## src/rtl/reg_bank_arbiter_if.sv

```systemverilog
// reg_bank_arbiter_if
//   Two-port register access bus shared by reg_bank_arbiter and its requesters.
//   Port A is the SPI-side requester, port B the internal requester.
//   Per port: req, we, addr[7:0], wdata[7:0], lock driven by the master;
//             ack (one-cycle pulse) and rdata[7:0] driven by the slave.
//   modport master : requester view
//   modport slave  : arbiter view
interface reg_bank_arbiter_if;
    logic       req_a;
    logic       we_a;
    logic [7:0] addr_a;
    logic [7:0] wdata_a;
    logic       lock_a;
    logic       ack_a;
    logic [7:0] rdata_a;

    logic       req_b;
    logic       we_b;
    logic [7:0] addr_b;
    logic [7:0] wdata_b;
    logic       lock_b;
    logic       ack_b;
    logic [7:0] rdata_b;

    modport master (
        output req_a, we_a, addr_a, wdata_a, lock_a,
        output req_b, we_b, addr_b, wdata_b, lock_b,
        input  ack_a, rdata_a,
        input  ack_b, rdata_b
    );

    modport slave (
        input  req_a, we_a, addr_a, wdata_a, lock_a,
        input  req_b, we_b, addr_b, wdata_b, lock_b,
        output ack_a, rdata_a,
        output ack_b, rdata_b
    );
endinterface

```

## src/rtl/reg_bank_arbiter.sv

```systemverilog
// reg_bank_arbiter
//   Byte register bank shared by two requesters through a round-robin arbiter.
//   Addresses 0..RW_REG_COUNT-1 are read-write bank bytes, the next
//   RO_REG_COUNT addresses read ro_data, anything above reads 8'hFF and
//   ignores writes. One access per grant; ack follows the grant by one cycle.
//
//   Optional feature: define REG_ARB_LOCK_EN to let a port holding lock keep
//   the bank for up to LOCK_MAX consecutive grants.
//
// Ports
//   clk     : system clock, rising edge
//   rst     : synchronous active-high reset
//   bus     : reg_bank_arbiter_if.slave, both request/ack ports
//   ro_data : RO_REG_COUNT*8 read-only bytes, byte i at [8i+7:8i]
//   rw_data : RW_REG_COUNT*8 register bank, byte i at [8i+7:8i]
module reg_bank_arbiter #(
    parameter int unsigned RW_REG_COUNT = 12,
    parameter int unsigned RO_REG_COUNT = 1,
    parameter int unsigned LOCK_MAX     = 4
) (
    input  logic                      clk,
    input  logic                      rst,
    reg_bank_arbiter_if.slave         bus,
    input  logic [RO_REG_COUNT*8-1:0] ro_data,
    output logic [RW_REG_COUNT*8-1:0] rw_data
);

    typedef enum logic { IDLE, ACK } state_t;
    typedef enum logic { PORT_A, PORT_B } port_t;

    state_t     state;
    port_t      last;
    port_t      grant;
    logic       g_we;
    logic [7:0] g_addr;
    logic [7:0] g_wdata;
    logic [7:0] rd_byte;

`ifdef REG_ARB_LOCK_EN
    localparam int unsigned CNT_W = $clog2(LOCK_MAX + 1);
    localparam logic [CNT_W-1:0] LOCK_MAX_C = CNT_W'(LOCK_MAX);

    logic [CNT_W-1:0] lock_cnt;
    port_t            lock_owner;
    logic             g_lock;
`else
    logic unused_lock;
    assign unused_lock = bus.lock_a ^ bus.lock_b;
`endif

    // Port selection and the granted request's fields.
    always_comb begin
        grant = PORT_A;
        if (bus.req_a && bus.req_b) begin
            grant = (last == PORT_A) ? PORT_B : PORT_A;
`ifdef REG_ARB_LOCK_EN
            // Owner of an unexpired lock streak wins the tie; once the streak
            // reaches LOCK_MAX the round-robin choice (the other port) stands.
            if (lock_cnt != '0 && lock_cnt < LOCK_MAX_C)
                grant = lock_owner;
`endif
        end else if (bus.req_b) begin
            grant = PORT_B;
        end

        g_we    = (grant == PORT_A) ? bus.we_a    : bus.we_b;
        g_addr  = (grant == PORT_A) ? bus.addr_a  : bus.addr_b;
        g_wdata = (grant == PORT_A) ? bus.wdata_a : bus.wdata_b;
`ifdef REG_ARB_LOCK_EN
        g_lock  = (grant == PORT_A) ? bus.lock_a  : bus.lock_b;
`endif
    end

    // Read decode: bank, then read-only bytes, then unmapped.
    always_comb begin
        rd_byte = 8'hFF;
        for (int unsigned i = 0; i < RW_REG_COUNT; i++) begin
            if ({24'd0, g_addr} == i)
                rd_byte = rw_data[i*8 +: 8];
        end
        for (int unsigned i = 0; i < RO_REG_COUNT; i++) begin
            if ({24'd0, g_addr} == RW_REG_COUNT + i)
                rd_byte = ro_data[i*8 +: 8];
        end
    end

    always_ff @(posedge clk) begin
        if (rst) begin
            state       <= IDLE;
            last        <= PORT_B;
            rw_data     <= '0;
            bus.ack_a   <= 1'b0;
            bus.ack_b   <= 1'b0;
            bus.rdata_a <= '0;
            bus.rdata_b <= '0;
`ifdef REG_ARB_LOCK_EN
            lock_cnt    <= '0;
            lock_owner  <= PORT_A;
`endif
        end else begin
            unique case (state)
                IDLE: begin
                    bus.ack_a <= 1'b0;
                    bus.ack_b <= 1'b0;
                    if (bus.req_a || bus.req_b) begin
                        state <= ACK;
                        last  <= grant;
                        if (grant == PORT_A)
                            bus.ack_a <= 1'b1;
                        else
                            bus.ack_b <= 1'b1;

                        if (g_we) begin
                            for (int unsigned i = 0; i < RW_REG_COUNT; i++) begin
                                if ({24'd0, g_addr} == i)
                                    rw_data[i*8 +: 8] <= g_wdata;
                            end
                        end else if (grant == PORT_A) begin
                            bus.rdata_a <= rd_byte;
                        end else begin
                            bus.rdata_b <= rd_byte;
                        end

`ifdef REG_ARB_LOCK_EN
                        // Count consecutive locked grants to the same port;
                        // saturates when nobody else is competing.
                        if (g_lock) begin
                            if (lock_cnt != '0 && lock_owner == grant)
                                lock_cnt <= (lock_cnt == LOCK_MAX_C) ? LOCK_MAX_C
                                                                     : lock_cnt + CNT_W'(1);
                            else
                                lock_cnt <= CNT_W'(1);
                            lock_owner <= grant;
                        end else begin
                            lock_cnt <= '0;
                        end
`endif
                    end
                end
                ACK: begin
                    bus.ack_a <= 1'b0;
                    bus.ack_b <= 1'b0;
                    state     <= IDLE;
                end
                default: state <= IDLE;
            endcase
        end
    end

endmodule

```

## src/flat_wrapper.sv

```systemverilog
// flat-port wrapper written by rule: the top's interface ports become plain ports
module reg_bank_arbiter_flat 
#(
    parameter int unsigned RW_REG_COUNT = 12,
    parameter int unsigned RO_REG_COUNT = 1,
    parameter int unsigned LOCK_MAX     = 4
)
  (clk, rst, ro_data, rw_data, bus_req_a, bus_we_a, bus_addr_a, bus_wdata_a, bus_lock_a, bus_req_b, bus_we_b, bus_addr_b, bus_wdata_b, bus_lock_b, bus_ack_a, bus_rdata_a, bus_ack_b, bus_rdata_b);
  reg_bank_arbiter_if bus_i ();
  input  logic clk;
  input  logic rst;
  input  logic [RO_REG_COUNT*8-1:0] ro_data;
  output logic [RW_REG_COUNT*8-1:0] rw_data;
  input wire logic [$bits(bus_i.req_a)-1:0] bus_req_a;
  input wire logic [$bits(bus_i.we_a)-1:0] bus_we_a;
  input wire logic [$bits(bus_i.addr_a)-1:0] bus_addr_a;
  input wire logic [$bits(bus_i.wdata_a)-1:0] bus_wdata_a;
  input wire logic [$bits(bus_i.lock_a)-1:0] bus_lock_a;
  input wire logic [$bits(bus_i.req_b)-1:0] bus_req_b;
  input wire logic [$bits(bus_i.we_b)-1:0] bus_we_b;
  input wire logic [$bits(bus_i.addr_b)-1:0] bus_addr_b;
  input wire logic [$bits(bus_i.wdata_b)-1:0] bus_wdata_b;
  input wire logic [$bits(bus_i.lock_b)-1:0] bus_lock_b;
  output wire logic [$bits(bus_i.ack_a)-1:0] bus_ack_a;
  output wire logic [$bits(bus_i.rdata_a)-1:0] bus_rdata_a;
  output wire logic [$bits(bus_i.ack_b)-1:0] bus_ack_b;
  output wire logic [$bits(bus_i.rdata_b)-1:0] bus_rdata_b;
  assign bus_i.req_a = bus_req_a;
  assign bus_i.we_a = bus_we_a;
  assign bus_i.addr_a = bus_addr_a;
  assign bus_i.wdata_a = bus_wdata_a;
  assign bus_i.lock_a = bus_lock_a;
  assign bus_i.req_b = bus_req_b;
  assign bus_i.we_b = bus_we_b;
  assign bus_i.addr_b = bus_addr_b;
  assign bus_i.wdata_b = bus_wdata_b;
  assign bus_i.lock_b = bus_lock_b;
  assign bus_ack_a = bus_i.ack_a;
  assign bus_rdata_a = bus_i.rdata_a;
  assign bus_ack_b = bus_i.ack_b;
  assign bus_rdata_b = bus_i.rdata_b;
  reg_bank_arbiter #(.RW_REG_COUNT(RW_REG_COUNT), .RO_REG_COUNT(RO_REG_COUNT), .LOCK_MAX(LOCK_MAX)) u_core (.clk(clk), .rst(rst), .bus(bus_i), .ro_data(ro_data), .rw_data(rw_data));
endmodule
```

## config.mk

```make
export PLATFORM = sky130hd
export DESIGN_NAME = reg_bank_arbiter_flat
export DESIGN_NICKNAME = d
export VERILOG_FILES = /design/src/rtl/reg_bank_arbiter_if.sv /design/src/rtl/reg_bank_arbiter.sv /design/src/flat_wrapper.sv
export SDC_FILE = /design/constraint.sdc
export NUM_CORES = 1
export LEC_CHECK = 0
export BUFFER_PORTS_ARGS = -buffer_cell sky130_fd_sc_hd__buf_4
export CELL_PAD_IN_SITES_DETAIL_PLACEMENT = 1
export CELL_PAD_IN_SITES_GLOBAL_PLACEMENT = 2
export CORE_MARGIN = 4
export CORE_UTILIZATION = 29
export DETAILED_ROUTE_END_ITERATION = 10
export GPL_TIMING_DRIVEN = 1
export PLACE_DENSITY_LB_ADDON = 0.1
export SYNTH_ARGS = -nofsm -noshare
export SYNTH_HDL_FRONTEND = slang
export SYNTH_SLANG_ARGS = --single-unit
```

## constraint.sdc

```tcl
create_clock -name clk -period 3.13 [get_ports clk]
set_input_delay 0.626 -clock clk [delete_from_list [all_inputs] [get_ports clk]]
set_output_delay 0.626 -clock clk [all_outputs]
set_load 0.005 [all_outputs]
```

## Word-level counts from Yosys, hierarchy flattened

Cells that the tools add are included.

| word-level totals | value |
|---|---|
| bits of input ports | 48 |
| register bits | 116 |
| output and inout bits | 114 |
| word-level logic and storage cells | 78 |

| operators by class | value |
|---|---|
| bitwise logic cells | 3 |
| reduce and logical (&&, ||, !) cells | 18 |
| equality and inequality tests | 12 |
| multiplexer cells | 27 |

Operators with widths:

| kind | count |
|---|---|
| 2-to-1 mux 8 bit | 15 |
| AND reduction 4 bit | 14 |
| equality test 8 x 4 -> 1 bit (second input constant) | 5 |
| equality test 8 x 3 -> 1 bit (second input constant) | 4 |
| equality test 8 x 2 -> 1 bit (second input constant) | 2 |
| 2-to-1 mux 1 bit | 9 |
| equality test 8 x 1 -> 1 bit (second input constant) | 1 |
| logical NOT 8 bit | 1 |
| one-hot mux 1 bit (2 select lines) | 3 |
| inverter 1 bit | 3 |
| AND reduction 2 bit | 1 |
| logical AND 1 bit | 1 |
| logical OR 1 bit | 1 |

## Logic depth before layout (Yosys ltp)

| depth | value |
|---|---|
| word-level depth | 17 |
| mapped depth | 11 |
| depth with buffers taken out | 9 |

## Least setup slack after synthesis

No wires, ideal clock.

| timing | value |
|---|---|
| kind | input -> register |
| start | in bus_addr_b[4] |
| end | reg u_core.bus.rdata_a[2] |
| buffers on the path | 0 |
| library setup time | 0.076 ns |
| stages on the path | 9 |
| data arrival time | 2.414 ns |
| data required time | 3.054 ns |
| slack | 0.639 ns |
| cells stage by stage | nor4_4 nand3b_1 o22ai_2 a32o_1 a21oi_1 o21ai_1 a31oi_1 or3_1 o22ai_1 |

| between the ends | value |
|---|---|
| longest elaborated chain between the ends | 15 |
| elaborated cells between the ends (all ways) | 27 |
| those cells by class | eq/ne: 12; mux: 14; reduce/logical: 1 |

Ends and longest elaborated chain:

| what | RTL line | text |
|---|---|---|
| start, declared | flat_wrapper.sv:21 | `input wire logic [$bits(bus_i.addr_b)-1:0] bus_addr_b;` |
| 2-to-1 mux 8 bit * | reg_bank_arbiter.sv:67 | `g_addr = (grant == PORT_A) ? bus.addr_a : bus.addr_b;` |
| logical NOT 8 bit | reg_bank_arbiter.sv:78 | `if ({24'd0, g_addr} == i)` |
| 2-to-1 mux 8 bit (12 in a row) | reg_bank_arbiter.sv:78 |  |
| 2-to-1 mux 8 bit * | reg_bank_arbiter.sv:82 | `if ({24'd0, g_addr} == RW_REG_COUNT + i)` |
| end signal, assigned | reg_bank_arbiter.sv:119 | `bus.rdata_a <= rd_byte;` |
| end, declared | reg_bank_arbiter_if.sv:35 | `output ack_a, rdata_a,` |

Every way passes the cells marked *; elsewhere a longest branch is shown, timed or not.
A chain may end at the register's enable or synchronous reset.

## Worst setup path after layout

| timing | value |
|---|---|
| start | reg u_core.last |
| end | reg u_core.bus.rdata_b[3] |

| between the ends | value |
|---|---|
| longest elaborated chain between the ends | 17 |
| elaborated cells between the ends (all ways) | 32 |
| those cells by class | eq/ne: 12; mux: 17; bitwise: 1; reduce/logical: 2 |

Ends and longest elaborated chain:

| what | RTL line | text |
|---|---|---|
| start, declared | reg_bank_arbiter.sv:32 | `port_t last;` |
| start signal, assigned | reg_bank_arbiter.sv:107 | `last <= grant;` |
| 2-to-1 mux 1 bit * | reg_bank_arbiter.sv:55 | `grant = (last == PORT_A) ? PORT_B : PORT_A;` |
| 2-to-1 mux 1 bit * | reg_bank_arbiter.sv:54 | `if (bus.req_a && bus.req_b) begin` |
| 2-to-1 mux 8 bit | reg_bank_arbiter.sv:67 |  |
| logical NOT 8 bit | reg_bank_arbiter.sv:78 |  |
| 2-to-1 mux 8 bit (12 in a row) | reg_bank_arbiter.sv:78 |  |
| 2-to-1 mux 8 bit | reg_bank_arbiter.sv:82 |  |
| end signal, assigned | reg_bank_arbiter.sv:121 | `bus.rdata_b <= rd_byte;` |
| end, declared | reg_bank_arbiter_if.sv:36 | `output ack_b, rdata_b` |

Marked as above.

==> impl_metrics.env <==
export IMPL_drt_iter0_drc=360
export IMPL_p_int_mw=2.96
export IMPL_synthMostInstantiatedCell="nor2_1"
export IMPL_wl_per_cell_um=22.3
export IMPL_path_class="reg2reg"
export IMPL_wl_mm=22.8
export IMPL_clk_pin_slew_ns=0.06
export IMPL_synthTopCellsByCount="124 x nor2_1, 116 x dfxtp_1, 100 x a211oi_1"
export IMPL_crit_chain="a21boi_2 > nand3b_1 > o22ai_2 > nor2_1 > o211ai_1 > nand3_1 > a32oi_1 > a211oi_1"
export IMPL_min_delay_path_depth=2
export IMPL_finalCoreUtilization_pct=42.6
export IMPL_die_height_um=143
export IMPL_post_cts_resized=0
export IMPL_cts_htree_levels=4
export IMPL_antenna_found_initial=0
export IMPL_combPwrFrac_pct=8.3
export IMPL_synth_area_leaders="dfxtp_1 44%, a211oi_1 14%, nor2_1 8.9%"
export IMPL_final_nets=833
export IMPL_cp_required_ns=3.42
export IMPL_fmax_mhz=358
export IMPL_ys_ff_latch=116
export IMPL_drtPass1Iterations=5
export IMPL_tritoncts="yes"
export IMPL_port_buffers=159
export IMPL_grt_use_total_pct=22.2
export IMPL_grt_max_degree=75
export IMPL_synth_largest_area_cell="dfxtp_1"
export IMPL_clock_latency_ns=0.43
export IMPL_p_sw_uw=927
export IMPL_hpwlAfterDp_mm=16.7
export IMPL_ys_types=57
export IMPL_num_rows=48
export IMPL_setup_violations=0
export IMPL_syn2layout_area_growth_pct=42.2
export IMPL_hold_viol=0
export IMPL_layout_setup_ws_ns=0.340
export IMPL_rr_worst_depth=8
export IMPL_synthFlopType="dfxtp_1"
export IMPL_slew_headroom_pct=57.6
export IMPL_crit_family="compound AO/OA/AOI/OAI gates"
export IMPL_seq_power_share_pct=38.9
export IMPL_finalSetupTns_ns=0
export IMPL_total_power_mw=3.88
export IMPL_p_per_area_nw_per_um2=520
export IMPL_r2r_slack_ns=0.34
export IMPL_worstHoldStart="u_core.bus.rdata_a[5]"
export IMPL_gp_congestion=0.877
export IMPL_post_route_drc_count=0
export IMPL_crit_path_top_delay_cell="a21boi_2"
export IMPL_layout_drive_gt1_share_pct=31.3
export IMPL_cp_start_kind="flop"
export IMPL_crit_fanout=11
export IMPL_r2r_end="u_core.bus.rdata_b[3]"
export IMPL_clock_sinks=116
export IMPL_root_buffer="clkbuf_16"
export IMPL_synth_edf_count=0
export IMPL_top_level_ports=162
export IMPL_start_util_pct=29.9
export IMPL_final_cell_area_um2=7470
export IMPL_post_cts_setup_buffers=0
export IMPL_clkPwrFrac_pct=52.8
export IMPL_syn_area_per_cell_um2=8.60
export IMPL_finClkSkew_ns=0.0195
export IMPL_cp_end_kind="flop"
export IMPL_worst_slew_pin_slew_ns=0.635
export IMPL_cellLeakagePower_nw=2.92
export IMPL_place_ws_ns=-0.0176
export IMPL_grt_pass1_wl_mm=34.3
export IMPL_postRouteAntennaNets=0
export IMPL_grt_pass1_vias=5769
export IMPL_arrival_ns=3.08
export IMPL_synth_top_area_share_pct=44.2
export IMPL_crit_buf_inv=0
export IMPL_fin_cells=1023
export IMPL_hp_class="reg2reg"
export IMPL_post_drt_via_cell_ratio=5.49
export IMPL_synth_cells=610
export IMPL_cts_hold_buffers=0
export IMPL_finalHoldWorstSlack_ns=0.485
export IMPL_slowest_delay_ns=0.48
export IMPL_dieArea_um2=20300
export IMPL_synth_nets=658
export IMPL_synth_seq_area_share_pct=44.2
export IMPL_reg2reg_from="u_core.last"
export IMPL_hold_end="u_core.bus.rdata_a[5]"
export IMPL_insertedDiodeCount=0
export IMPL_num_vias=5620
export IMPL_design_core_area_um2=17500
export IMPL_post_route_period_util_pct=89.1
export IMPL_gr_total_overflow=0
export IMPL_synthArstFlopShare_pct=0
export IMPL_irDropWorstVdd_mv=0.369
export IMPL_synth_area_um2=5250
export IMPL_status="finished clean"
export IMPL_rsz0062_at_grt="no"
export IMPL_maxCapViolCount=0
export IMPL_drv_slew=0
export IMPL_clock_path_buffers=2
export IMPL_place_area_um2=6850
export IMPL_yosysWarnings=0
export IMPL_cts_inserted_buffers=17
export IMPL_dp_cells=991
export IMPL_layout_min_cycle_time_ns=2.79
export IMPL_die_x_um=143
export IMPL_switching_share_pct=23.9
-- kinds of logic after synthesis --
family,share of synthesized area (%)
simple gates,18.3
buf+inv,4.34
flops,44.2
compound gates,30.8
mux,2.29
-- final cells by class --
cell class	count	area (um^2)
Inverter	5	18.8
Timing Repair Buffer	202	1530
Tap cell	225	282
Clock buffer	19	433
Sequential cell	116	2320
Fill cell	2093	10100
Multi-Input combinational cell	443	2700
Clock inverter	13	183
-- power by group through the flow --
stage	logic, mW	clock network, mW	registers, mW
2_1_floorplan	0.144	0	1.54
5_1_grt	0.346	2.15	1.51
3_5_place_dp	0.322	0	1.54
3_3_place_gp	0.316	0	1.54
6_report	0.324	2.05	1.51
4_1_cts	0.324	2.08	1.51
-- sequential cells by signal (all words and copies together) (netlist names) --
| signal | count |
|---|---|
| u_core.bus.ack_a | 1 |
| u_core.rw_data | 96 |
| u_core.bus.ack_b | 1 |
| u_core.state | 1 |
| u_core.last | 1 |
| u_core.bus.rdata_b | 8 |
| u_core.bus.rdata_a | 8 |
-- routing by layer --
layer  share of wire [%]  global-route usage (%)
met1                  46                    30.1
met2                  47                    35.6
met3                 6.2                    4.87
met4                 1.5                    6.25
met5                   0                       0
-- how the worst max path moves through the flow --
stage                  start                     to  slack [ns]  depth (start not counted)
4_1_cts          u_core.last  u_core.bus.rdata_b[3]        0.37                          8
6_report         u_core.last  u_core.bus.rdata_b[3]        0.34                          8
3_3_place_gp       bus_req_a  u_core.bus.rdata_b[3]        0.07                          9
5_1_grt          u_core.last  u_core.bus.rdata_a[3]        0.17                          8
2_1_floorplan  bus_addr_b[4]  u_core.bus.rdata_a[2]        0.64                          9
3_5_place_dp       bus_req_a  u_core.bus.rdata_b[3]       -0.02                          9
-- layout by cell type (no fill, tap or decap), drive strengths merged, types with 12 or more instances in the layout --
cell      n
nand3    13
clkbuf   19
o21ai    18
a21oi    23
mux2i    12
nand2b   13
buf     202
dfxtp   116
a211oi  100
o22ai    24
nor2    129
nand2    22
-- tightest hold or removal path, cell delays in order (launching register included) --
cell	delay (ns)
dfxtp_1	0.31
nand2b_1	0.06
o22ai_1	0.07
Note: power is estimated with default switching activity, not from simulation.
